File: src/rtl/gemm_ctrl.sv
// gemm_ctrl: sequencing engine for an int8 GEMM over a single word-wide memory port.
// Walks i (rows of lhs), j (rows of transposed rhs), k (reduction) and writes int32 dst words.
// Optional build macro GEMM_CTRL_LHS_OFFSET_EN adds an lhs_offset port whose low 9 bits
// (signed) are added to every lhs byte before the multiply.
//
// Memory handshake: a request is presented when mem_req_valid=1 and completes on the rising
// edge where mem_req_ready=1; valid/addr/read/wdata hold stable until then and valid drops the
// following cycle. Exactly one request is outstanding; its completion is the next
// mem_rsp_valid, which is always accepted and ignored when nothing is outstanding.
module gemm_ctrl #(
  parameter int ADDR_W = 32
) (
  input  logic              nice_clk,
  input  logic              nice_rst_n,
  input  logic              start,
  input  logic [31:0]       lhs_cols,
  input  logic [31:0]       lhs_rows,
  input  logic [31:0]       rhs_cols,
  input  logic [31:0]       lhs_addr,
  input  logic [31:0]       rhs_addr,
  input  logic [31:0]       dst_addr,
`ifdef GEMM_CTRL_LHS_OFFSET_EN
  input  logic [31:0]       lhs_offset,
`endif
  output logic [1:0]        state,
  output logic              fin,
  output logic              mem_req_valid,
  input  logic              mem_req_ready,
  output logic              mem_req_read,
  output logic [ADDR_W-1:0] mem_req_addr,
  output logic [31:0]       mem_req_wdata,
  input  logic              mem_rsp_valid,
  input  logic [31:0]       mem_rsp_rdata
);

  typedef enum logic [1:0] {
    ST_IDLE  = 2'b00,
    ST_CALC  = 2'b01,
    ST_STORE = 2'b10,
    ST_DONE  = 2'b11
  } state_e;

  // Sub-phase of CALC/STORE; tracks which request is in flight.
  typedef enum logic [2:0] {
    PH_ISSUE, PH_LHS_REQ, PH_LHS_RSP, PH_RHS_REQ, PH_RHS_RSP, PH_MAC, PH_WR_REQ, PH_WR_RSP
  } phase_e;

  state_e state_q, state_d;
  phase_e phase_q, phase_d;
  logic [31:0] m_q, m_d, kl_q, kl_d, n_q, n_d;
  logic [31:0] i_q, i_d, j_q, j_d, k_q, k_d;
  logic [31:0] lhs_row_q, lhs_row_d, lhs_ptr_q, lhs_ptr_d;
  logic [31:0] rhs_base_q, rhs_base_d, rhs_ptr_q, rhs_ptr_d, dst_ptr_q, dst_ptr_d;
  logic [31:0] acc_q, acc_d, prod_ext;
  logic [7:0]  lhs_b_q, lhs_b_d, rhs_b_q, rhs_b_d;
  logic [1:0]  bsel_q, bsel_d;
  logic              req_valid_q, req_valid_d, req_read_q, req_read_d;
  logic [ADDR_W-1:0] req_addr_q, req_addr_d;
  logic [31:0]       req_wdata_q, req_wdata_d;

  // Little-endian byte pick within a word.
  function automatic logic [7:0] pick_byte(input logic [31:0] w, input logic [1:0] s);
    case (s)
      2'd0:    pick_byte = w[7:0];
      2'd1:    pick_byte = w[15:8];
      2'd2:    pick_byte = w[23:16];
      default: pick_byte = w[31:24];
    endcase
  endfunction

  function automatic logic [ADDR_W-1:0] word_addr(input logic [31:0] p);
    word_addr = ADDR_W'({p[31:2], 2'b00});
  endfunction

`ifdef GEMM_CTRL_LHS_OFFSET_EN
  logic [8:0]         off_q;
  logic signed [8:0]  lhs_adj;
  logic signed [16:0] prod;
  logic               unused_off;
  assign unused_off = ^lhs_offset[31:9];
  assign lhs_adj    = $signed({lhs_b_q[7], lhs_b_q}) + $signed(off_q);
  assign prod       = lhs_adj * $signed(rhs_b_q);
  assign prod_ext   = {{15{prod[16]}}, prod};

  // Offset is captured alongside the other launch parameters.
  always_ff @(posedge nice_clk or negedge nice_rst_n) begin
    if (!nice_rst_n) off_q <= '0;
    else if (state_q == ST_IDLE && start) off_q <= lhs_offset[8:0];
  end
`else
  logic signed [15:0] prod;
  assign prod     = $signed(lhs_b_q) * $signed(rhs_b_q);
  assign prod_ext = {{16{prod[15]}}, prod};
`endif

  // Next-state, loop-counter, pointer and request logic.
  always_comb begin
    state_d     = state_q;
    phase_d     = phase_q;
    m_d         = m_q;
    kl_d        = kl_q;
    n_d         = n_q;
    i_d         = i_q;
    j_d         = j_q;
    k_d         = k_q;
    lhs_row_d   = lhs_row_q;
    lhs_ptr_d   = lhs_ptr_q;
    rhs_base_d  = rhs_base_q;
    rhs_ptr_d   = rhs_ptr_q;
    dst_ptr_d   = dst_ptr_q;
    acc_d       = acc_q;
    lhs_b_d     = lhs_b_q;
    rhs_b_d     = rhs_b_q;
    bsel_d      = bsel_q;
    req_valid_d = req_valid_q;
    req_read_d  = req_read_q;
    req_addr_d  = req_addr_q;
    req_wdata_d = req_wdata_q;
    case (state_q)
      ST_IDLE: begin
        if (start) begin
          m_d        = lhs_rows;
          kl_d       = lhs_cols;
          n_d        = rhs_cols;
          lhs_row_d  = lhs_addr;
          lhs_ptr_d  = lhs_addr;
          rhs_base_d = rhs_addr;
          rhs_ptr_d  = rhs_addr;
          dst_ptr_d  = dst_addr;
          i_d        = '0;
          j_d        = '0;
          k_d        = '0;
          acc_d      = '0;
          phase_d    = PH_ISSUE;
          if (lhs_rows == '0 || lhs_cols == '0 || rhs_cols == '0) state_d = ST_DONE;
          else                                                    state_d = ST_CALC;
        end
      end
      ST_CALC: begin
        case (phase_q)
          PH_ISSUE: begin
            req_valid_d = 1'b1;
            req_read_d  = 1'b1;
            req_addr_d  = word_addr(lhs_ptr_q);
            bsel_d      = lhs_ptr_q[1:0];
            phase_d     = PH_LHS_REQ;
          end
          PH_LHS_REQ: if (mem_req_ready) begin
            req_valid_d = 1'b0;
            phase_d     = PH_LHS_RSP;
          end
          PH_LHS_RSP: if (mem_rsp_valid) begin
            lhs_b_d     = pick_byte(mem_rsp_rdata, bsel_q);
            req_valid_d = 1'b1;
            req_read_d  = 1'b1;
            req_addr_d  = word_addr(rhs_ptr_q);
            bsel_d      = rhs_ptr_q[1:0];
            phase_d     = PH_RHS_REQ;
          end
          PH_RHS_REQ: if (mem_req_ready) begin
            req_valid_d = 1'b0;
            phase_d     = PH_RHS_RSP;
          end
          PH_RHS_RSP: if (mem_rsp_valid) begin
            rhs_b_d = pick_byte(mem_rsp_rdata, bsel_q);
            phase_d = PH_MAC;
          end
          PH_MAC: begin
            acc_d       = acc_q + prod_ext;
            lhs_ptr_d   = lhs_ptr_q + 32'd1;
            rhs_ptr_d   = rhs_ptr_q + 32'd1;
            req_valid_d = 1'b1;
            if (k_q == kl_q - 32'd1) begin
              k_d         = '0;
              state_d     = ST_STORE;
              req_read_d  = 1'b0;
              req_addr_d  = word_addr(dst_ptr_q);
              req_wdata_d = acc_q + prod_ext;
              phase_d     = PH_WR_REQ;
            end else begin
              k_d        = k_q + 32'd1;
              req_read_d = 1'b1;
              req_addr_d = word_addr(lhs_ptr_q + 32'd1);
              bsel_d     = lhs_ptr_q[1:0] + 2'd1;
              phase_d    = PH_LHS_REQ;
            end
          end
          default: phase_d = PH_ISSUE;
        endcase
      end
      ST_STORE: begin
        case (phase_q)
          PH_WR_REQ: if (mem_req_ready) begin
            req_valid_d = 1'b0;
            phase_d     = PH_WR_RSP;
          end
          PH_WR_RSP: if (mem_rsp_valid) begin
            dst_ptr_d = dst_ptr_q + 32'd4;
            acc_d     = '0;
            phase_d   = PH_ISSUE;
            state_d   = ST_CALC;
            if (j_q == n_q - 32'd1) begin
              // lhs_ptr already sits at the start of the next row.
              j_d       = '0;
              lhs_row_d = lhs_ptr_q;
              rhs_ptr_d = rhs_base_q;
              if (i_q == m_q - 32'd1) state_d = ST_DONE;
              else                    i_d     = i_q + 32'd1;
            end else begin
              // rhs is contiguous, so rhs_ptr already points at row j+1.
              j_d       = j_q + 32'd1;
              lhs_ptr_d = lhs_row_q;
            end
          end
          default: phase_d = PH_WR_REQ;
        endcase
      end
      ST_DONE: state_d = ST_IDLE;
      default: state_d = ST_IDLE;
    endcase
  end

  // State and datapath registers.
  always_ff @(posedge nice_clk or negedge nice_rst_n) begin
    if (!nice_rst_n) begin
      state_q     <= ST_IDLE;
      phase_q     <= PH_ISSUE;
      m_q         <= '0;
      kl_q        <= '0;
      n_q         <= '0;
      i_q         <= '0;
      j_q         <= '0;
      k_q         <= '0;
      lhs_row_q   <= '0;
      lhs_ptr_q   <= '0;
      rhs_base_q  <= '0;
      rhs_ptr_q   <= '0;
      dst_ptr_q   <= '0;
      acc_q       <= '0;
      lhs_b_q     <= '0;
      rhs_b_q     <= '0;
      bsel_q      <= '0;
      req_valid_q <= 1'b0;
      req_read_q  <= 1'b0;
      req_addr_q  <= '0;
      req_wdata_q <= '0;
    end else begin
      state_q     <= state_d;
      phase_q     <= phase_d;
      m_q         <= m_d;
      kl_q        <= kl_d;
      n_q         <= n_d;
      i_q         <= i_d;
      j_q         <= j_d;
      k_q         <= k_d;
      lhs_row_q   <= lhs_row_d;
      lhs_ptr_q   <= lhs_ptr_d;
      rhs_base_q  <= rhs_base_d;
      rhs_ptr_q   <= rhs_ptr_d;
      dst_ptr_q   <= dst_ptr_d;
      acc_q       <= acc_d;
      lhs_b_q     <= lhs_b_d;
      rhs_b_q     <= rhs_b_d;
      bsel_q      <= bsel_d;
      req_valid_q <= req_valid_d;
      req_read_q  <= req_read_d;
      req_addr_q  <= req_addr_d;
      req_wdata_q <= req_wdata_d;
    end
  end

  assign state         = state_q;
  assign fin           = (state_q == ST_DONE);
  assign mem_req_valid = req_valid_q;
  assign mem_req_read  = req_read_q;
  assign mem_req_addr  = req_addr_q;
  assign mem_req_wdata = req_wdata_q;

endmodule

File: config.mk
export PLATFORM = sky130hd
export DESIGN_NAME = gemm_ctrl
export DESIGN_NICKNAME = d
export VERILOG_FILES = /design/src/rtl/gemm_ctrl.sv
export SDC_FILE = /design/constraint.sdc
export NUM_CORES = 1
export LEC_CHECK = 0
export CAP_MARGIN = 20
export CELL_PAD_IN_SITES_DETAIL_PLACEMENT = 0
export CELL_PAD_IN_SITES_GLOBAL_PLACEMENT = 1
export CORE_UTILIZATION = 40
export DETAILED_ROUTE_END_ITERATION = 8
export PLACE_DENSITY_LB_ADDON = 0.25
export SETUP_SLACK_MARGIN = 0.4
export SLEW_MARGIN = 10
export SYNTH_ARGS = -nofsm -noshare
export SYNTH_HDL_FRONTEND = slang
export SYNTH_SLANG_ARGS = --single-unit
File: constraint.sdc
create_clock -name nice_clk -period 7 [get_ports nice_clk]
set_input_delay 0.7 -clock nice_clk [delete_from_list [all_inputs] [get_ports nice_clk]]
set_output_delay 0.7 -clock nice_clk [all_outputs]
set_load 0.02 [all_outputs]
* Word-level counts from Yosys, hierarchy flattened *
Cells that the tools add are included.

storage, ports and cells
  flip-flop bits (word level) = 473
  output and inout port bits = 69

operators by class
  mux-type cells = 68
  eq/ne operators = 32
  add/subtract/negate cells = 11
  reductions and logical operators = 29
  multiply operators = 1

operator list
  kind                                                number
  two-way mux 32 bit                                  28
  one-hot mux 32 bit (3 select lines)                 4
  one-hot mux 32 bit (2 select lines)                 5
  adder 32 x 1 -> 32 bit, second input constant       5
  equality test 32 bit                                3
  zero test 32 bit                                    3
  subtractor 32 x 1 -> 32 bit, second input constant  3
  adder 32 x 3 -> 32 bit, second input constant       1
  adder 32 bit                                        1
  two-way mux 3 bit                                   8
  one-hot mux 8 bit (3 select lines)                  1
  two-way mux 2 bit                                   10
  inequality test 2 bit, second input constant        9
  inequality test 3 bit, second input constant        6
  one-hot mux 3 bit (6 select lines)                  1
  multiplier 8 x 8 -> 16 bit                          1
  AND reduction 3 bit                                 5
  equality test 3 bit, second input constant          4
  AND reduction 4 bit                                 3
  AND reduction 6 bit                                 2
  AND reduction 5 bit                                 2
  one-hot mux 3 bit (3 select lines)                  1
  one-hot mux 2 bit (4 select lines)                  1
  AND reduction 8 bit                                 1
  19 further kinds                                    33

* Longest topological paths before layout *
  depth after elaboration = 7
  gate-level depth with buffers = 30
  gate-level depth less buffers = 30

* Least setup slack after synthesis *
OpenSTA, ideal clock, no wires.

  path type = reg2reg
  start point = register lhs_b_q[3]
  end point = register acc_q[31]
  path buffers = 0
  data arrival time = 7.475 ns
  path slack = -0.558 ns
  period minus slack after synthesis = 7.558 ns
  setup time = 0.083 ns
  cell stages (with the launch flop) = 29
  path through = dfrtp_1 and2_1 fa_1 inv_1 fa_1 inv_1 fa_1 inv_1 fa_1 inv_1 ha_1 o211ai_1 a2111oi_0 or2_2 a21oi_1 nor2_1 o41ai_1 xnor2_1 ha_1 or2_2 and4b_1 a221oi_1 o221ai_1 o41a_1 a21boi_0 nand2_1 a31oi_1 xor3_1 o21ai_0

on the way
  word-level cells in the longest chain between the ends = 4

RTL lines
  element                              RTL line  text
  start, declared                      55        logic [7:0] lhs_b_q, lhs_b_d, rhs_b_q, rhs_b_d;
  start signal, assigned               262       lhs_b_q <= lhs_b_d;
  multiplier 8 x 8 -> 16 bit           92        assign prod = $signed(lhs_b_q) * $signed(rhs_b_q);
  adder 32 bit                         169       acc_d = acc_q + prod_ext;
  two-way mux 32 bit                   140       case (phase_q)
  one-hot mux 32 bit (3 select lines)  119       case (state_q)
  end signal, assigned                 239       acc_q <= '0;
  end signal, assigned                 261       acc_q <= acc_d;
  end, declared                        54        logic [31:0] acc_q, acc_d, prod_ext;

No other way between the ends. The select of a mux whose other input is x is not followed.
A chain may end at the register's enable or synchronous reset.

* Worst setup path after layout *
  start point = register lhs_b_q[4]
  end point = register req_wdata_q[29] (netlist: mem_req_wdata[29])

on the way
  word-level cells in the longest chain between the ends = 2

RTL lines
  element                     RTL line  text
  multiplier 8 x 8 -> 16 bit  92
  adder 32 bit                178       req_wdata_d = acc_q + prod_ext;
  end signal, assigned        268       req_wdata_q <= req_wdata_d;
  end, declared               59        logic [31:0] req_wdata_q, req_wdata_d;

No other way between the ends.

==> metrics.txt <==
Worst-Skew Late Latency=0.65 ns; vias per cell=5.58; sequential area share after synthesis=0.379; DRC=0; clock slew at reported path FFs=0.06 ns; RR Startpoint=lhs_b_q[4]$_DFFE_PN0P_; largest net degree at the start of global routing=about 130; row count=101; Slew @ Worst Pin=1.05 ns; Sink Count=469; CP max stage delay=0.55 ns; first-pass GRT wire length=~150 mm; WL final=95.3 mm; share of flip-flops with an asynchronous set or reset=1.00; Total GRT Usage=0.243; Final Slew Violations=0; Slew HR=0.293; H-tree Lvls=2; unrepaired setup endpoints after global routing=true; Yosys cell types=87; commonest non-fill, non-tap cell in the layout=dfrtp_1; Avg WL per Cell=between 20 and 25 um; Clock Tree Buf Depth=3; crit path DAT=7.45 ns; CTS root buffer=clkbuf_16; Die X=280 um; crit path launch type=register; DR iter-0 viols=1590; Worst Path Max Fanout=5; initial antenna violation count=3; GR Layer Usage met2=0.403; synthesized cell area=31000 um2; Required @ worst endpoint=7.48 ns; IO Pins=between 200 and 300; most frequent cells in the layout=dfrtp_1 (461), nand2_1 (364), clkdlybuf4s50_1 (292); final setup fails=0; Fin Clk Skew=about 0.040 ns; GRT busiest layer=met2; Area Overhead vs Synth=22.4%; die outline height=280 um; CP endpoint kind=register; #FFs+latches synth=around 470; CTS tree=yes; Yosys top cell by area=dfrtp_1; port bufs=293; Hold Crit Class=in -> async; GPL Wtd Cong=0.842; status=finished, final reports clean; die area=78600 um2; Synth area leaders=dfrtp_1 (38%), mux2_2 (6.5%), nand2_1 (4.4%), xnor2_1 (4.3%), fa_1 (3.6%); nets=4043; final hold violations=0; fmax=~140 MHz; period utilisation layout=0.994; Final Core Density=0.497; MaxCap Viol Count=0; Slowest-stage cell, CP=fa_1; total number of vias=26.5k; Synth Flop Type=dfrtp_1; critical path class=reg -> reg; vias in the first global route=26.5k; Post-DP HPWL=68.0 mm; Mapped Cells=3400; Ys Warns=0; mean post-synth cell area=9.12 um2; top cell type's share of synthesized area=0.379; CTS hold repair buffers=0; met1 usage=0.327; EDFF count, synth=0; most used cell along the critical path=fa_1; initial core utilization=0.406; number of buffers created by CTS=57; first-pass detailed-route iteration total=5; Antenna Nets Post-Route=0; core area=76300 um2; met3 Use GR=0.0340; min cycle time layout=just under 7 ns; Overflow after GRT=0; CP startpoint=lhs_b_q[4]$_DFFE_PN0P_; layout cells sized above 1=0.139
-- final timing paths --
check | endpoint | slack (ns) | cells past startpoint
setup / recovery | mem_req_wdata[29]$_DFFE_PN0P_ | 0.04 | 30
hold / removal | kl_q[25]$_DFFE_PN0P_ | 0.11 | 1
setup reg to reg | mem_req_wdata[29]$_DFFE_PN0P_ | 0.04 | 30
hold reg to reg | acc_q[2]$_DFFE_PN0P_ | 0.48 | 2
max in group asynchronous | rhs_base_q[23]$_DFFE_PN0P_ | 5.59 | 2
min in group nice_clk | acc_q[2]$_DFFE_PN0P_ | 0.48 | 2
-- synth_stat cells (14+ instances only) --
library cell	number
fa_1	56
a22oi_1	23
nor2_1	241
nor2b_1	23
o211ai_1	39
nand4_1	55
and2_1	52
o31ai_1	14
buf_2	15
mux2i_1	60
ha_1	75
nand3_1	105
nor4_1	70
nand2_1	366
xnor2_1	153
o22ai_1	94
o21ai_0	185
or3_1	22
and3_1	55
or4_1	20
a31oi_1	28
dfrtp_1	469
nor3_1	105
xor2_1	119
inv_1	140
a221oi_1	42
nand2b_1	25
a21o_1	27
mux2_2	180
clkbuf_1	162
a21oi_1	155
buf_1	14
-- logic make-up (layout without fill, tap and decap cells) --
family	count (synthesis)	after routing	share of synthesized area
multiplexers	248	248	0.0906
AND/OR/NAND/NOR	1212	1212	0.194
AO/OA/AOI/OAI	726	726	0.150
XOR/XNOR	273	273	0.0776
adder cells (fa/ha/maj)	131	131	0.0664
other	1	4	0.000121
flip-flops	469	469	0.379
buffers and inverters	340	664	0.0427
-- layer usage --
metal / up-vias / wire [um]
met1: 13000 / 43000
met3: 126 / 4440
met4: 0 / 2700
met2: 578 / 45100
li1: 12800 / -
met5: - / 0
-- what timing repair did --
action                                 in CTS  in global routing
setup endpoints to repair                  20                 28
resized for setup                          63                 33
pin swaps                                  60                 48
buffers inserted                           20                  4
endpoints found under the hold margin       0                  0
-- stage by stage --
stage | TNS (ns) | hold WS, ns | setup slack, ns | instance area [um2] | std cells
after floorplan | -0.0159 | 0.404 | -0.0154 | 31100 | 3401
after global placement | -0.824 | 0.456 | -0.175 | 35400 | 4630
after detailed placement | -1.40 | 0.465 | -0.281 | 35400 | 4630
after CTS | -0.404 | 0.124 | -0.148 | 37800 | 4751
after global routing | -2.01 | 0.165 | -0.398 | 37900 | 4757
final | 0 | 0.105 | 0.0393 | 37900 | 4757
-- critical path: cells and delay by family, from the launching register on --
family / cells / cell delay [ns]
DFF: 1 / 0.38
buffers and inverters: 6 / 0.60
adders and majority gates: 6 / 2.61
xor gates and xnor gates: 2 / 0.55
and+or+nand+nor: 7 / 1.02
AOI/OAI and AO/OA: 9 / 1.65
-- final cells by class --
type	count	area, um2
inverter	142	533
timing repair buffer	421	3980
sequential	469	11700
multi-input combinational	2592	18400
clock inverter	19	295
clock buffer	82	1640
tap	1030	1290
antenna	2	5.00
fill	7315	38400
Power is left out: the tool's default activity adds up to more than one toggle a clock period on the data nets, which glitch-free logic cannot reach.
